## src/rtl/add_sub_mp_seq.sv

```systemverilog
// Multi-precision add/subtract sequencer: drives one shared add_sub unit one word per
// cycle, LSW first, chaining carry/borrow. Optional ZERO_FLAG_EN adds output result_zero.
module add_sub_mp_seq #(
  parameter int WIDTH_2 = 18,
  parameter int WORDS   = 4
) (
  input  logic                     clk,
  input  logic                     rst,
  input  logic                     start_valid,
  output logic                     start_ready,
  input  logic                     op,
  input  logic [WORDS*WIDTH_2-1:0] a,
  input  logic [WORDS*WIDTH_2-1:0] b,
  output logic                     res_valid,
  input  logic                     res_ready,
  output logic [WORDS*WIDTH_2-1:0] result,
  output logic                     result_cout,
  output logic                     busy,
  output logic [WIDTH_2-1:0]       au_in1,
  output logic [WIDTH_2-1:0]       au_in2,
  output logic                     au_opmode,
  output logic                     au_cin,
  input  logic [WIDTH_2-1:0]       au_out,
  input  logic                     au_cout,
`ifdef ZERO_FLAG_EN
  output logic                     result_zero,
`endif
  output logic [1:0]               dbg_state
);

  // Handshakes: a transfer happens on a rising edge where valid && ready are both high;
  // valid never depends on ready, and the producer holds its data while valid && !ready.

  localparam int KW = (WORDS > 1) ? $clog2(WORDS) : 1;
  localparam logic [KW-1:0] K_LAST = KW'(WORDS - 1);

  typedef enum logic [1:0] {
    IDLE = 2'd0,
    RUN  = 2'd1,
    DONE = 2'd2
  } state_t;

  state_t                   state, state_next;
  logic [WORDS*WIDTH_2-1:0] a_q, b_q;
  logic                     op_q;
  logic [KW-1:0]            k;
  logic                     carry_q;
  logic                     accept;

  assign dbg_state = state;

  always_ff @(posedge clk) begin
    if (rst) state <= IDLE;
    else     state <= state_next;
  end

  always_comb begin
    state_next  = state;
    start_ready = 1'b0;
    res_valid   = 1'b0;
    busy        = 1'b0;
    accept      = 1'b0;
    au_in1      = '0;
    au_in2      = '0;
    au_opmode   = 1'b0;
    au_cin      = 1'b0;
    case (state)
      IDLE: begin
        start_ready = 1'b1;
        if (start_valid) begin
          accept     = 1'b1;
          state_next = RUN;
        end
      end
      RUN: begin
        busy      = 1'b1;
        au_in1    = a_q[k*WIDTH_2 +: WIDTH_2];
        au_in2    = b_q[k*WIDTH_2 +: WIDTH_2];
        au_opmode = op_q;
        // Word 0 starts fresh; later words take the carry/borrow of the previous word.
        au_cin    = (k == '0) ? 1'b0 : carry_q;
        if (k == K_LAST) state_next = DONE;
      end
      DONE: begin
        res_valid = 1'b1;
        if (res_ready) state_next = IDLE;
      end
      default: state_next = IDLE;
    endcase
  end

  always_ff @(posedge clk) begin
    if (rst) begin
      a_q         <= '0;
      b_q         <= '0;
      op_q        <= 1'b0;
      k           <= '0;
      carry_q     <= 1'b0;
      result      <= '0;
      result_cout <= 1'b0;
`ifdef ZERO_FLAG_EN
      result_zero <= 1'b0;
`endif
    end else begin
      if (accept) begin
        a_q     <= a;
        b_q     <= b;
        op_q    <= op;
        k       <= '0;
        carry_q <= 1'b0;
      end
      if (state == RUN) begin
        result[k*WIDTH_2 +: WIDTH_2] <= au_out;
        carry_q                      <= au_cout;
`ifdef ZERO_FLAG_EN
        result_zero <= (k == '0) ? (au_out == '0) : (result_zero & (au_out == '0));
`endif
        if (k == K_LAST) result_cout <= au_cout;
        else             k           <= k + 1'b1;
      end
    end
  end

endmodule
```

## config.mk

```make
export PLATFORM = sky130hd
export DESIGN_NAME = add_sub_mp_seq
export DESIGN_NICKNAME = d
export VERILOG_FILES = /design/src/rtl/add_sub_mp_seq.sv
export SDC_FILE = /design/constraint.sdc
export NUM_CORES = 1
export LEC_CHECK = 0
export CAP_MARGIN = 30
export CORE_MARGIN = 4
export CORE_UTILIZATION = 43
export CTS_BUF_LIST = sky130_fd_sc_hd__clkbuf_2 sky130_fd_sc_hd__clkbuf_4 sky130_fd_sc_hd__clkbuf_8
export DETAILED_ROUTE_END_ITERATION = 8
export PLACE_DENSITY = 0.8
export SLEW_MARGIN = 40
export SYNTH_ARGS = -nofsm -noshare
export SYNTH_HDL_FRONTEND = slang
export SYNTH_SLANG_ARGS = --single-unit
```

## constraint.sdc

```tcl
create_clock -name clk -period 3.13 [get_ports clk]
set_input_delay 0.4695 -clock clk [delete_from_list [all_inputs] [get_ports clk]]
set_output_delay 0.4695 -clock clk [all_outputs]
set_load 0.01 [all_outputs]
```

==> impl_metrics.toml <==
[worst_setup_path]
critPathKind = "flop to output pin"
rr_worst_depth = 7
required_ps = 2660
r2r_setup_slack_ps = 590
cp_data_arrival_time_ps = 2490
cp_max_fo = 20
cp-start-kind = "flop"
endpoint_kind = "output pin"
r2r-end = "result[44]"
r2r_start = "k[0]"

[synthesis]
netlist_area_mm2 = 0.009758
yosys_warnings = 0
avgSynthCellArea_um2 = 8.689
async_reset_ff_share_pct = 0
synth_edf_count = 0
ys_seq_area_share_pct = 45.75
ys_ff_latch = 223
synth_cells = 1123
syn_nets = 1297
synth_flop_cell = "dfxtp_1"
yosysUniqueCellTypes = 51

[floorplan]
num_rows = 54
io_pins = 284
die_area_mm2 = 0.02517
die_w_um = 158.6
start_util_pct = 44.17
core-area_mm2 = 0.02209
die_y_um = 158.6

[worst_hold_path]
hold_start = "rst"
worstHoldEndpoint = "dbg_state[0]"
min_path_type = "input pin to flop"
hold_path_depth = 2

[cells_and_area]
diodes = 0
layout_commonest_cell = "nand2_1"
regArea_mm2 = 0.004469
multi_input_area_mm2 = 0.004886
fillers = 1871
final_cell_mix = "nand2_1 (326), clkdlybuf4s50_1 (282), dfxtp_1 (221)"
fin_nets = 1555
area_delta_synth_final_pct = 41.09
drive_gt1_share_pct = 11.21

[cts]
cts_tree = "yes"
cts_max_level = 2
cts.clk_slew.worst_paths_ps = 50
cts_sinks = 223
cts_buffers = 39
insertion_delay_ps = 530
root_buffer = "clkbuf_8"
clockBufferDepth = 3

[detailed_routing]
avgViaCountPerCell = 5.437
drc = 0
ant_nets = 0
wl_per_cell_um = 18.38
routed-via-count = 9189
dr.first_iter.drc_count = 571
first_pass_iters = 7
drt-total-wl_um = 31060

[outcome]
run_status = "completed"

[run]
drv_cap = 0

[grt]
grt_pass1_wl_um = 47640
grt_max_degree = 107
grt_overflow_total = 0
grt_pass1_vias = 8949
grtUsageTotal_pct = 23.86
antenna_found_initial = 0

[timing]
fin_tns_setup_ps = 0
finClkSkew_ps = 22.88
rsz0062_at_grt = "false"
relSlewSlack_pct = 43.87
hold_viol = 0
max_slew.worst_pin.slew_ps = 842.0
finalCritPeriodShare_pct = 94.45
finalCriticalPeriod_ps = 2956
fmax_ghz = 0.3383
setup_viol = 0
slew_viol_final = 0

[power]
finalPower_mw = 7.125
leakage_nw = 5.058
vdd_drop_max_v = 0.0003245
pwr_density_cell_mw_per_mm2 = 517.5

[placement]
port_buffers = 283
gp_congestion = 0.9023
place_hpwl_um = 22140
[worst max-delay path by stage]
| stage | from | to | slack, ps | cells after the start |
|---|---|---|---|---|
| after global routing | dbg_state[1] | au_in1[16] | 40 | 5 |
| after floorplan | k[1] | result[40] | 560 | 9 |
| after detailed placement | k[0] | result[5] | 470 | 6 |
| after global placement | dbg_state[1] | au_in1[16] | 450 | 5 |
| after CTS | dbg_state[1] | au_in1[16] | 100 | 5 |
| final | k[0] | au_in2[3] | 170 | 4 |
[layer usage]
layer,up-vias,global-route usage [%],wire [um]
met3,69,6.551,2754
met1,4342,29.65,12380
met4,0,8.408,847
met5,-,0,0
li1,4399,-,-
met2,379,39.95,15070
[cell families (layout without fill, tap and decap cells)]
| kind of cell | Yosys count | count (layout) | share of synthesized area, % |
|---|---|---|---|
| muxes | 76 | 76 | 13.28 |
| and+or+nand+nor | 469 | 469 | 20.67 |
| AOI/OAI and AO/OA | 250 | 250 | 15.22 |
| DFF | 223 | 223 | 45.75 |
| adders and majority gates | 6 | 6 | 0.7693 |
| buffers and inverters | 99 | 386 | 4.308 |
[layout make-up]
type | count | area share, %
Timing Repair Buffer | 309 | 22.78
Inverter | 7 | 0.2272
Sequential cell | 223 | 32.46
Clock buffer | 64 | 5.898
Tap cell | 280 | 2.545
Clock inverter | 6 | 0.5998
Multi-Input combinational cell | 801 | 35.49
[sequential cells by signal, indices dropped and copies added (netlist names)]
| signal | cells |
|---|---|
| op_q | 1 |
| result | 72 |
| a_q | 72 |
| result_cout | 1 |
| b_q | 72 |
| k | 2 |
| carry_q | 1 |
| dbg_state | 2 |
[metrics by stage]
step	std cells	instance area [um2]	hold slack, ps	utilization, %	setup slack, ps
after floorplan	1123	9758	431.7	-	556.7
after global placement	1619	12850	438.0	58.18	445.6
after detailed placement	1619	12850	443.1	58.18	469.9
after CTS	1690	13770	448.4	62.31	98.89
after global routing	1690	13770	462.7	62.32	39.15
final	1690	13770	448.8	62.32	173.8
[Yosys cell counts, types with 13 or more instances]
library cell	count	area share, %
clkbuf_1	63	2.4
dfxtp_1	223	46
mux2i_1	26	2.7
nor2_1	48	1.8
and2_1	39	2.5
buf_2	23	1.2
o21ai_0	16	0.82
a21oi_1	162	8.3
mux4_2	42	9.7
a22o_1	13	1.2
nand2_1	327	13
a22oi_1	31	2.4
[power by group]
part           total (mW)  switching, mW  internal, mW
combinational        1.10          0.552         0.544
clock                2.97           1.17          1.80
sequential           3.06         0.0812          2.98
total                7.13           1.80          5.32
[worst max-delay path, cell delays in order, from the launching register on]
cell and delay (ps):
dfxtp_4 510, buf_12 240, mux4_2 510, and2_1 180, clkdlybuf4s50_1 500
[repair_timing]
item | 4_1_cts | 5_1_grt
hold buffers | 0 | 0
setup endpoints to repair | 25 | 4
gates resized for setup | 1 | 1
setup buffers | 1 | 0
Note: power is estimated with default switching activity, not from simulation.
